`src/rtl/vga_timing_gen.sv`:
```
// VGA raster timing: pixel-rate divider plus wrapping column/line counters, with
// sync, visible-window, pixel-enable and end-of-frame decodes for the pixel pipeline.
module vga_timing_gen #(
  parameter int CLK_DIV     = 4,
  parameter int H_TOTAL     = 800,
  parameter int H_SYNC      = 96,
  parameter int H_ACT_START = 144,
  parameter int H_ACT_END   = 784,
  parameter int V_TOTAL     = 525,
  parameter int V_SYNC      = 2,
  parameter int V_ACT_START = 35,
  parameter int V_ACT_END   = 515
) (
  input  logic       clk,
  input  logic       reset_n,
  output logic [9:0] hCount,
  output logic [9:0] vCount,
  output logic       hSync,
  output logic       vSync,
  output logic       bright,
  output logic       pix_en,
  output logic       frame_tick
);

  localparam int DIV_W = (CLK_DIV > 1) ? $clog2(CLK_DIV) : 1;
  localparam logic [DIV_W-1:0] DIV_LAST = DIV_W'(CLK_DIV - 1);

  localparam logic [9:0] H_LAST = 10'(H_TOTAL - 1);
  localparam logic [9:0] V_LAST = 10'(V_TOTAL - 1);

  // Window bounds may equal 1024, so these decodes use an extra bit.
  localparam logic [10:0] H_SYNC_W  = 11'(H_SYNC);
  localparam logic [10:0] H_START_W = 11'(H_ACT_START);
  localparam logic [10:0] H_END_W   = 11'(H_ACT_END);
  localparam logic [10:0] V_SYNC_W  = 11'(V_SYNC);
  localparam logic [10:0] V_START_W = 11'(V_ACT_START);
  localparam logic [10:0] V_END_W   = 11'(V_ACT_END);

  if (CLK_DIV < 2 || H_TOTAL > 1024 || V_TOTAL > 1024 ||
      H_SYNC < 1 || !(H_SYNC < H_ACT_START && H_ACT_START < H_ACT_END && H_ACT_END <= H_TOTAL) ||
      V_SYNC < 1 || !(V_SYNC < V_ACT_START && V_ACT_START < V_ACT_END && V_ACT_END <= V_TOTAL))
  begin : g_param_check
    $error("vga_timing_gen: illegal timing parameters");
  end

  logic [DIV_W-1:0] div;
  logic             line_end;
  logic             frame_end;
  logic [10:0]      h_wide;
  logic [10:0]      v_wide;

  // NOTE: state registers use non-blocking assignments so every flop samples the
  // pre-edge values; the async clear also makes all decodes idle while reset is low.
  always_ff @(posedge clk or negedge reset_n) begin
    if (!reset_n) begin
      div <= '0;
    end else if (div >= DIV_LAST) begin
      div <= '0;
    end else begin
      div <= div + 1'b1;
    end
  end

  assign pix_en = (div == DIV_LAST);

  // ">=" rather than "==" so a corrupted out-of-range count recovers on the next pixel.
  assign line_end  = (hCount >= H_LAST);
  assign frame_end = (vCount >= V_LAST);

  always_ff @(posedge clk or negedge reset_n) begin
    if (!reset_n) begin
      hCount <= '0;
      vCount <= '0;
    end else if (pix_en) begin
      if (line_end) begin
        hCount <= '0;
        vCount <= frame_end ? 10'd0 : vCount + 1'b1;
      end else begin
        hCount <= hCount + 1'b1;
      end
    end
  end

  assign h_wide = {1'b0, hCount};
  assign v_wide = {1'b0, vCount};

  assign hSync  = (h_wide >= H_SYNC_W);
  assign vSync  = (v_wide >= V_SYNC_W);
  assign bright = (h_wide >= H_START_W) && (h_wide < H_END_W) &&
                  (v_wide >= V_START_W) && (v_wide < V_END_W);

  assign frame_tick = pix_en && (hCount == H_LAST) && (vCount == V_LAST);

endmodule

```
`config.mk`:
```
export PLATFORM = sky130hd
export DESIGN_NAME = vga_timing_gen
export DESIGN_NICKNAME = d
export VERILOG_FILES = /design/src/rtl/vga_timing_gen.sv
export SDC_FILE = /design/constraint.sdc
export NUM_CORES = 1
export LEC_CHECK = 0
export CAP_MARGIN = 20
export CORE_MARGIN = 2
export CORE_UTILIZATION = 46
export DETAILED_ROUTE_END_ITERATION = 10
export GPL_TIMING_DRIVEN = 1
export PLACE_DENSITY = 0.73
export REMOVE_ABC_BUFFERS = 1
export SYNTH_ARGS = -nofsm -noshare
export SYNTH_HDL_FRONTEND = slang
export SYNTH_SLANG_ARGS = --single-unit
```
`constraint.sdc`:
```
create_clock -name clk -period 1.65 [get_ports clk]
set_input_delay 0.33 -clock clk [delete_from_list [all_inputs] [get_ports clk]]
set_output_delay 0.33 -clock clk [all_outputs]
set_load 0.005 [all_outputs]
```
==> results.tsv, run 1 <==
stage	metric	value	unit
run_status	status	finished with violations	
run_status	violations	negative setup slack	
final_layout	nets	244	
worst_setup_path	reg2reg_slack	-0.18	ns
synth	ys.flop_type	dfrtp_1	
die	die_height	58.43	µm
final_layout	n_fill_cell	137	
timing	clock_skew	0.003687	ns
pwr	power_frac_seq	54.9	%
worst_setup_path	end_kind	output port	
synth	synth_seq_cells	22	
routing	first_pass_iters	4	
worst_setup_path	critPathKind	flop to output port	
timing	max_slew.worst_pin.slew	0.4329	ns
synth	synth_top_area_share	40.40	%
worst_setup_path	crit_path_start_kind	flop	
worst_hold_path	hold_path.class	primary input to asynchronous set/reset pin	
clock_tree	cts_tree	built	
routing	wl_per_cell	21.27	µm
timing	hold_violations	0	
die	dieArea	3413	µm²
pwr	swShare	19.70	%
pwr	clkPwrFrac	43.6	%
global_route	grt_first_pass_wirelength	7.734	mm
synth	yosysMostFrequentCell	dfrtp_1	
global_route	grt_max_degree	23	
pwr	powerDensity	402.0	nW/µm²
pwr	p_leak	0.001319	µW
timing	grt_setup_unrepaired	true	
clock_tree	clk_latency	0.33	ns
clock_tree	postCtsHoldBufs	0	
synth	yosys-top-cells-area	dfrtp_1 40%, ha_1 4.6%, a22o_1 3.9%	
synth	yosysUniqueCellTypes	48	
die	ios	27	
synth	ys_top_cells_by_count	22 x dfrtp_1, 13 x nor2_1, 9 x nand2_1	
routing	drc_errors	0	
placement	dp.cells	231	
clock_tree	htreeDepth	1	
synth	yosys_warnings	0	
routing	vias	1647	
clock_tree	clk_pin_slew	0.13	ns
final_layout	multi_input_area	903.4	µm²
global_route	gr-total-overflow	0	
placement	io_buffers	26	
worst_setup_path	cp_data_arrival_time	1.78	ns
worst_setup_path	crit_end	bright	
timing	drv_slew	0	
synth	synth_largest_area_cell	dfrtp_1	
worst_setup_path	crit_required	1.32	ns
timing	setup_viol	14	
die	start_util	48.99	%
clock_tree	numCtsBuffers	3	
die	die_width	58.43	µm
routing	drt_iter0_drc	108	
pwr	p_comb_share	1.5	%
final_layout	num_antenna_cells	0	
timing	fin_ws	-0.4631	ns
worst_setup_path	startpoint	vCount[8]$_DFFE_PN0P_	
global_route	grt_pass1_vias	1656	
clock_tree	ctsRootBufferMaster	clkbuf_4	
global_route	antenna_found_initial	0	
synth	synth-edff-count	0	
placement	finalWeightedCongestion	0.8297	
final_layout	utilization	87.85	%
synth	synth.avg_cell_area	9.803	µm²
worst_setup_path	cp_max_fo	3	
routing	wl	5.678	mm
worst_setup_path	reg2reg_depth	6	
synth	syn_inst	139	
routing	vias_per_cell	6.169	
final_layout	fin_cells	267	
placement	dp_hpwl	2.742	mm
pwr	internal_power	788.8	µW
pwr	ir_drop	0.5156	mV
timing	min_period	2.113	ns
timing	relSlewSlack	70.89	%
final_layout	seqCellArea	555.5	µm²
timing	post-route-period-util	128.1	%
worst_setup_path	r2r_start	hCount[7]$_DFFE_PN0P_	
pwr	switchingPower	193.5	µW
synth	synth.yosys.seq_area_share	40.40	%
worst_setup_path	r2r_end	vCount[3]$_DFFE_PN0P_	
clock_tree	cts_num_sinks	22	
job	maxCapViolCount	0	
routing	ant_nets	0	
die	std_cell_rows	19	
clock_tree	ctsLongestPathBuffers	2	
final_layout	drive_above_1_share	52.12	%
die	fp.coreArea	2781	µm²
final_layout	synthToLayoutAreaGrowth	79.34	%
timing	max_freq	473.2	MHz
synth	netlist_area	1363	µm²
synth	synth_async_sr_flop_share	100.0	%
timing	finalSetupTns	-2.599	ns
global_route	groute.usage.overall	30.14	%
## worst max-delay path, cell delays in order, from the launching register on
cell and delay, ns:
dfrtp_2 0.46, nor4_4 0.35, buf_4 0.19, a31oi_4 0.08
a221oi_2 0.20, buf_2 0.16
## placed cells by master (no fill, tap or decap), types with 5 or more instances in the layout
cell	count
a22o_1	6
and3_1	5
inv_1	8
buf_4	47
dfrtp_1	18
nand3_1	5
o21ai_1	5
buf_6	25
dlygate4sd2_1	13
nor2_1	10
nand2_1	6
## power groups by stage
stage | registers, µW | clock network [µW] | logic [µW]
finish | 539 | 428 | 14.8
global route | 539 | 445 | 17.6
CTS | 539 | 430 | 15.4
detailed placement | 549 | 0 | 15.3
global placement | 549 | 0 | 15.1
floorplan | 550 | 0 | 0.000323
## cell type report
| type | count | area share, % |
|---|---|---|
| clock inverters | 1 | 1.229 |
| flip-flops and latches | 22 | 22.73 |
| inverters | 8 | 1.229 |
| multi-input cells | 104 | 36.97 |
| clock buffers | 3 | 0.9217 |
| well taps | 31 | 1.587 |
| repair buffers | 98 | 35.33 |
## state kept, by name (all words and copies together), names as in the netlist
| name | count |
|---|---|
| hCount | 10 |
| vCount | 10 |
| div | 2 |
## metal layers
layer  track usage (%)  vias up  wire length (µm)  part of all wire [%]
met4             14.95        0               261                   4.6
li1                  -      710                 -                     -
met2             53.77       80              2960                    52
met1             33.47      824              2113                    37
met5                 0        -                 0                     0
met3             6.813       33               342                   6.0
## logic make-up after synthesis
| kind of cell | after synthesis | share of synthesized area (%) |
|---|---|---|
| muxes | 2 | 1.561 |
| adders and majority gates | 5 | 4.591 |
| and+or+nand+nor | 59 | 25.35 |
| xor gates and xnor gates | 4 | 2.572 |
| buffers and inverters | 14 | 5.418 |
| AOI/OAI and AO/OA | 33 | 20.11 |
| DFF | 22 | 40.40 |
## timing repair
item / CTS / global route
gates cloned: 1 / 0
gates resized for setup: 65 / 47
setup endpoints to repair: 38 / 31
pin swaps: 19 / 15
buffers inserted: 23 / 11
## metrics by stage
| step | worst slack (ns) | hold WS, ns | total power, µW | cell area, µm² |
|---|---|---|---|---|
| after floorplan | -0.02487 | 0.03441 | 549.5 | 1319 |
| after global placement | -0.3949 | 0.4544 | 564.5 | 1926 |
| after detailed placement | -0.5137 | 0.4600 | 564.7 | 1926 |
| after CTS | -0.3735 | 0.3432 | 984.7 | 2240 |
| after global routing | -0.5206 | 0.3810 | 1002 | 2444 |
| final | -0.4631 | 0.3377 | 982.3 | 2444 |
## how the worst min path moves through the flow
stage | endpoint | slack, ns | start | depth (start not counted)
2_1_floorplan | div[0]$_DFF_PN0_ | 0.03 | reset_n | 0
3_3_place_gp | div[1]$_DFF_PN0_ | 0.45 | div[1]$_DFF_PN0_ | 1
5_1_grt | hCount[8]$_DFFE_PN0P_ | 0.38 | reset_n | 2
4_1_cts | vCount[6]$_DFFE_PN0P_ | 0.34 | reset_n | 2
6_report | vCount[6]$_DFFE_PN0P_ | 0.34 | reset_n | 2
3_5_place_dp | div[1]$_DFF_PN0_ | 0.46 | div[1]$_DFF_PN0_ | 1
Power figures use the tool's default switching activity.
==> run 2, diff against run 1 <==
--- a/config.mk
+++ b/config.mk
@@ -11,7 +11,6 @@
 export DETAILED_ROUTE_END_ITERATION = 10
 export GPL_TIMING_DRIVEN = 1
 export PLACE_DENSITY = 0.73
-export REMOVE_ABC_BUFFERS = 1
 export SYNTH_ARGS = -nofsm -noshare
 export SYNTH_HDL_FRONTEND = slang
 export SYNTH_SLANG_ARGS = --single-unit
==> run 2 against run 1 <==
The flow still finishes with violations (negative setup slack). Combinational power barely moved. Sequential share of layout area is 0.50 points lower. Hold slack better by 0.0046 ns. Sequential cell count is the same. Via count rose by 3.0%. Maximum frequency fell by 3.8%. Non-clock buffer count up 5. Sequential power about the same. Largest cell class is now buffers. Highest routed layer unchanged.
==> results.tsv, run 2 (synthesized netlist as in run 1, its figures left out) <==
stage	metric	value	unit	change
worst_setup_path	crit_required	1.32	ns	about the same
timing	max_slew.worst_pin.slew	0.4724	ns	was 0.4329 ns
worst_setup_path	critPathKind	flop to output port		unchanged
timing	relSlewSlack	68.21	%	was 70.89%
clock_tree	cts_num_sinks	22		unchanged
placement	dp_slack	-0.5052	ns	was -0.5137 ns
placement	finalWeightedCongestion	0.8650		was 0.8297
final_layout	num_antenna_cells	0		unchanged
worst_setup_path	reg2reg_depth	6		unchanged
clock_tree	ctsRootBufferMaster	clkbuf_4		unchanged
routing	drt_iter0_drc	194		was 108
global_route	grt_max_degree	23		unchanged
global_route	groute.usage.overall	29.38	%	was 30.14%
clock_tree	htreeDepth	1		unchanged
clock_tree	clk_latency	0.32	ns	was 0.33 ns
timing	whs	0.3423	ns	was 0.3377 ns
clock_tree	clk_pin_slew	0.14	ns	was 0.13 ns
pwr	ir_drop	0.4459	mV	was 0.5156 mV
pwr	powerDensity	353.4	nW/µm²	was 402.0 nW/µm²
final_layout	final_cell_mix	47 x buf_4, 30 x buf_6, 22 x dfrtp_1		was 47 x buf_4, 25 x buf_6, 18 x dfrtp_1
placement	placedInstanceArea	1933	µm²	was 1926 µm²
worst_setup_path	critPathBufInv	2		unchanged
timing	setup_viol	19		was 14
global_route	use_met1	37.85	%	was 33.47%
routing	drc_errors	0		unchanged
die	fp.coreArea	2781	µm²	unchanged
die	ios	27		unchanged
die	start_util	48.99	%	unchanged
clock_tree	cts_tree	built		unchanged
pwr	p_leak	0.001319	µW	about the same
routing	first_pass_iters	4		unchanged
worst_setup_path	crit_path_start_kind	flop		unchanged
worst_setup_path	reg2reg_slack	-0.19	ns	was -0.18 ns
global_route	gr-max-usage-layer	met2		unchanged
global_route	grt_util_met3	4.615	%	was 6.813%
timing	drv_slew	0		unchanged
die	die_height	58.43	µm	unchanged
timing	finalSetupTns	-2.991	ns	was -2.599 ns
routing	wl_per_cell	21.61	µm	was 21.27 µm
routing	wl	5.877	mm	was 5.678 mm
clock_tree	ctsLongestPathBuffers	2		unchanged
die	die_width	58.43	µm	unchanged
worst_setup_path	crit_cells	4		was 5
worst_setup_path	r2r_end	vCount[3]$_DFFE_PN0P_		unchanged
placement	io_buffers	26		unchanged
final_layout	n_fill_cell	122		was 137
timing	post-route-period-util	133.1	%	was 128.1%
run_status	violations	negative setup slack		unchanged
clock_tree	numCtsBuffers	3		unchanged
final_layout	drive_above_1_share	51.04	%	was 52.12%
routing	ant_nets	0		unchanged
timing	grt_setup_unrepaired	true		unchanged
final_layout	final_common_cell	buf_4		unchanged
synth	synth_nets	146		
timing	hold_violations	0		unchanged
worst_setup_path	cp_max_fo	2		was 3
global_route	antenna_found_initial	0		unchanged
routing	vias_per_cell	6.235		was 6.169
die	std_cell_rows	19		unchanged
global_route	use_met2	49.60	%	was 53.77%
worst_setup_path	crit_chain	buf_6, or4_4, a221oi_2, buf_2		was nor4_4, buf_4, a31oi_4, a221oi_2, buf_2
timing	min_period	2.197	ns	was 2.113 ns
timing	fin_ws	-0.5467	ns	was -0.4631 ns
worst_setup_path	cp_top_family	simple AND/OR/NAND/NOR gates		was flip-flops
job	maxCapViolCount	0		unchanged
worst_setup_path	end_kind	output port		unchanged
timing	clock_skew	0.006054	ns	was 0.003687 ns
final_layout	stdcell_area	2476	µm²	was 2444 µm²
die	dieArea	3413	µm²	unchanged
timing	max_freq	455.2	MHz	was 473.2 MHz
global_route	grt_first_pass_wirelength	7.679	mm	was 7.734 mm
global_route	gr-total-overflow	0		unchanged
worst_setup_path	slowest_stage	or4_4		was dfrtp_2
run_status	status	finished with violations		unchanged
routing	vias	1696		was 1647
final_layout	reg.largest.list	hCount x10, vCount x10, div x2		unchanged
placement	dp_hpwl	2.624	mm	was 2.742 mm
worst_setup_path	cp_data_arrival_time	1.87	ns	was 1.78 ns
global_route	grt_pass1_vias	1612		was 1656
worst_setup_path	r2r_start	hCount[0]$_DFFE_PN0P_		was hCount[7]$_DFFE_PN0P_
final_layout	synthToLayoutAreaGrowth	81.73	%	was 79.34%
worst_setup_path	critPathMaxStageDelay	0.53	ns	was 0.46 ns
worst_hold_path	hold_path.class	primary input to asynchronous set/reset pin		unchanged
final_layout	nets	249		was 244
==> run 2: worst max path at each step <==
stage / to / startpoint / slack [ns]
2_1_floorplan: frame_tick / hCount[0]$_DFFE_PN0P_ / 0.004
3_3_place_gp: frame_tick / hCount[0]$_DFFE_PN0P_ / -0.47
3_5_place_dp: bright / vCount[0]$_DFFE_PN0P_ / -0.51
4_1_cts: bright / hCount[7]$_DFFE_PN0P_ / -0.48
5_1_grt: bright / hCount[6]$_DFFE_PN0P_ / -0.59
6_report: bright / hCount[6]$_DFFE_PN0P_ / -0.55
==> run 2: worst reg2reg max path: stages (launching register included) <==
cell     delay (ns)
dfrtp_1        0.40
ha_2           0.20
buf_4          0.12
and4_4         0.25
o21ai_4        0.09
or2_2          0.32
a221o_1        0.35
==> run 2: timing repair <==
item | in CTS | in global routing
cloned | 1 | 0
gates resized for setup | 66 | 46
endpoints found under the setup margin | 29 | 30
pin swaps | 15 | 19
hold buffers | 0 | 0
buffers inserted | 25 | 13
hold endpoints to repair | 0 | 0
==> run 2: routing by layer <==
layer,up-vias,part of all wire [%]
met5,-,0
met2,100,50
met4,0,3.6
li1,719,-
met1,849,38
met3,28,8.1
==> run 2: through the flow <==
step	instances	util (%)	power [µW]
after floorplan	139	-	549.5
after global placement	232	69.50	564.3
after detailed placement	232	69.50	564.7
after CTS	262	81.29	865.3
after global routing	272	89.02	900.8
final	272	89.02	875.1
==> run 2: final cells by class <==
cell class / instances / area, µm² / share of cell area, %
Sequential cell: 22 / 550.5 / 22.23
Tap cell: 31 / 38.79 / 1.566
Multi-Input combinational cell: 104 / 885.9 / 35.78
Clock buffer: 4 / 36.28 / 1.465
Inverter: 8 / 30.03 / 1.213
Timing Repair Buffer: 103 / 934.6 / 37.75
==> run 2: where the power goes <==
group	internal [µW]	switching [µW]	total, µW
clock network	135	186	321
logic	3.63	11.0	14.6
registers	539	0	539
==> run 3, diff against run 2 <==
--- a/config.mk
+++ b/config.mk
@@ -8,6 +8,7 @@
 export CAP_MARGIN = 20
 export CORE_MARGIN = 2
 export CORE_UTILIZATION = 46
+export CTS_BUF_LIST = sky130_fd_sc_hd__clkbuf_16
 export DETAILED_ROUTE_END_ITERATION = 10
 export GPL_TIMING_DRIVEN = 1
 export PLACE_DENSITY = 0.73
==> run 3 against run 2 <==
The flow still finishes with violations (negative setup slack). Worst setup slack got worse by 0.0050 ns. Maximum frequency shrank 0.23%. Sequential power is essentially flat. Largest cell class is now multi-input gates. Design area grew 3.5%. Count of clock-buffer cells in the layout shrank 1. Total power up 26%. Register-to-register slack worse by 0.03 ns. Non-clock buffer count rose by 2. Cell count increased by 0.74%. Sequential share of layout area down 0.56 points.
==> results.tsv, run 3 (synthesized netlist as in run 1, its figures left out) <==
stage	metric	value	unit	change
timing	min_period	2.202	ns	was 2.197 ns
clock_tree	cts_num_sinks	22		unchanged
pwr	swShare	21.10	%	was 22.54%
die	std_cell_rows	19		unchanged
final_layout	synthToLayoutAreaGrowth	88.15	%	was 81.73%
die	start_util	48.99	%	unchanged
placement	io_buffers	26		unchanged
placement	dp_hpwl	2.624	mm	unchanged
worst_setup_path	critPathMaxStageDelay	0.40	ns	was 0.53 ns
clock_tree	clk_latency	0.26	ns	was 0.32 ns
final_layout	n_fill_cell	101		was 122
pwr	switchingPower	231.9	µW	was 197.3 µW
timing	setup_viol	21		was 19
job	maxCapViolCount	0		unchanged
worst_setup_path	reg2reg_slack	-0.22	ns	was -0.19 ns
placement	placedInstanceArea	1933	µm²	unchanged
timing	relSlewSlack	73.91	%	was 68.21%
worst_setup_path	critPathBufInv	1		was 2
timing	max_freq	454.2	MHz	was 455.2 MHz
final_layout	seqCellArea	555.5	µm²	was 550.5 µm²
final_layout	final_common_cell	buf_4		unchanged
run_status	status	finished with violations		unchanged
routing	first_pass_iters	5		was 4
global_route	grt_max_degree	23		unchanged
clock_tree	ctsLongestPathBuffers	2		unchanged
clock_tree	postCtsHoldBufs	0		unchanged
timing	grt_setup_unrepaired	true		unchanged
run_status	violations	negative setup slack		unchanged
final_layout	nets	251		was 249
timing	drv_slew	0		unchanged
routing	ant_nets	0		unchanged
clock_tree	numCtsBuffers	3		unchanged
clock_tree	htreeDepth	1		unchanged
timing	max_slew.worst_pin.slew	0.3878	ns	was 0.4724 ns
worst_setup_path	crit_required	1.32	ns	about the same
final_layout	reg.largest.list	hCount x10, vCount x10, div x2		unchanged
final_layout	final_cell_mix	60 x buf_4, 20 x buf_6, 18 x dfrtp_1		was 47 x buf_4, 30 x buf_6, 22 x dfrtp_1
routing	wl	6.463	mm	was 5.877 mm
clock_tree	clk_pin_slew	0.06	ns	was 0.14 ns
routing	vias	1738		was 1696
clock_tree	cts_tree	built		unchanged
final_layout	stdcell_area	2564	µm²	was 2476 µm²
global_route	groute.usage.overall	31.51	%	was 29.38%
routing	vias_per_cell	6.343		was 6.235
die	die_height	58.43	µm	unchanged
worst_setup_path	end_kind	output port		unchanged
worst_setup_path	crit_chain	ha_2, and3_4, nand3_4, nor4_4, and4_1, buf_2		was buf_6, or4_4, a221oi_2, buf_2
worst_setup_path	crit_path_start_kind	flop		unchanged
worst_setup_path	r2r_start	hCount[0]$_DFFE_PN0P_		unchanged
final_layout	multi_input_area	940.9	µm²	was 885.9 µm²
worst_setup_path	critPathKind	flop to output port		unchanged
pwr	clkPwrFrac	49.6	%	was 36.7%
global_route	gr-total-overflow	0		unchanged
routing	drt_iter0_drc	173		was 194
worst_setup_path	r2r_end	vCount[3]$_DFFE_PN0P_		unchanged
worst_setup_path	slowest_stage	dfrtp_1		was or4_4
pwr	p_leak	0.001367	µW	was 0.001319 µW
die	die_width	58.43	µm	unchanged
routing	wl_per_cell	23.59	µm	was 21.61 µm
worst_setup_path	cp_data_arrival_time	1.87	ns	about the same
placement	finalWeightedCongestion	0.8650		unchanged
worst_setup_path	crit_cells	6		was 4
pwr	p_comb_share	1.3	%	was 1.7%
timing	post-route-period-util	133.4	%	was 133.1%
clock_tree	ctsRootBufferMaster	clkbuf_16		was clkbuf_4
die	ios	27		unchanged
timing	clock_skew	0.003555	ns	was 0.006054 ns
final_layout	drive_above_1_share	53.50	%	was 51.04%
timing	hold_violations	0		unchanged
placement	dp_slack	-0.5052	ns	unchanged
pwr	powerDensity	428.8	nW/µm²	was 353.4 nW/µm²
worst_setup_path	reg2reg_depth	7		was 6
pwr	power_frac_seq	49.0	%	was 61.6%
routing	drc_errors	0		unchanged
worst_setup_path	cp_max_fo	2		unchanged
timing	fin_ws	-0.5517	ns	was -0.5467 ns
pwr	ir_drop	0.6219	mV	was 0.4459 mV
final_layout	num_antenna_cells	0		unchanged
worst_setup_path	cp_top_family	simple AND/OR/NAND/NOR gates		unchanged
worst_hold_path	hold_path.class	primary input to asynchronous set/reset pin		unchanged
die	fp.coreArea	2781	µm²	unchanged
die	dieArea	3413	µm²	unchanged
synth	synth_nets	146		unchanged
global_route	antenna_found_initial	0		unchanged
global_route	grt_pass1_vias	1652		was 1612
global_route	grt_first_pass_wirelength	8.073	mm	was 7.679 mm
pwr	internal_power	867.4	µW	was 677.8 µW
run 3: changes by cell type in the layout (fill, tap and decap cells not counted), moves of 4 or more:
cell	delta
dlygate4sd2_1	-8
clkdlybuf4s50_1	+8
dfrtp_1	-4
dfrtp_2	+4
buf_6	-10
buf_4	+13
run 3: timing repair:
action	4_1_cts	5_1_grt
resized for setup	45	53
buffers inserted	18	20
cloned	1	0
setup endpoints to repair	14	30
pin swaps	12	27
run 3: power groups by stage:
stage          clock, µW  combinational (µW)  sequential (µW)
3_5_place_dp           0                15.4              549
3_3_place_gp           0                14.9              549
5_1_grt              567                17.0              539
4_1_cts              530                15.4              539
6_report             546                14.7              539
2_1_floorplan          0            0.000353              550
run 3: worst max-delay path by stage:
stage,startpoint,endpoint
after CTS,hCount[7]$_DFFE_PN0P_,bright
final,hCount[0]$_DFFE_PN0P_,frame_tick
after detailed placement,vCount[0]$_DFFE_PN0P_,bright
after global placement,hCount[0]$_DFFE_PN0P_,frame_tick
after floorplan,hCount[0]$_DFFE_PN0P_,frame_tick
after global routing,hCount[0]$_DFFE_PN0P_,frame_tick
run 3: final cells by class:
class	count	share of cell area (%)
Sequential cell	22	21.67
Tap cell	31	1.513
Clock buffer	3	2.928
Clock inverter	1	0.1464
Timing Repair Buffer	105	35.87
Multi-Input combinational cell	104	36.70
Inverter	8	1.171
run 3: through the flow:
step / std cells / power [µW] / hold WS, ns / util (%) / TNS (ns)
after global routing: 274 / 1122 / 0.4511 / 92.17 / -3.042
final: 274 / 1099 / 0.4298 / 92.17 / -2.609
after CTS: 255 / 1085 / 0.4422 / 80.48 / -1.071
after detailed placement: 232 / 564.7 / 0.4600 / 69.50 / -1.302
after global placement: 232 / 564.3 / 0.4541 / 69.50 / -1.166
after floorplan: 139 / 549.5 / 0.03441 / - / 0
run 3: routing by layer:
| metal | track usage [%] | routed length [µm] | up-vias |
|---|---|---|---|
| met2 | 53.77 | 3219 | 143 |
| li1 | - | - | 725 |
| met5 | 0 | 0 | - |
| met4 | 16.28 | 374 | 0 |
| met1 | 37.59 | 2319 | 836 |
| met3 | 5.934 | 550 | 34 |
run 3: worst register-to-register path, stage by stage (launching register included):
cell and delay [ns]:
dfrtp_1 0.40, ha_2 0.22, buf_6 0.10, and4_4 0.23
o21ai_4 0.08, buf_6 0.13, or2_4 0.26, a221o_1 0.34
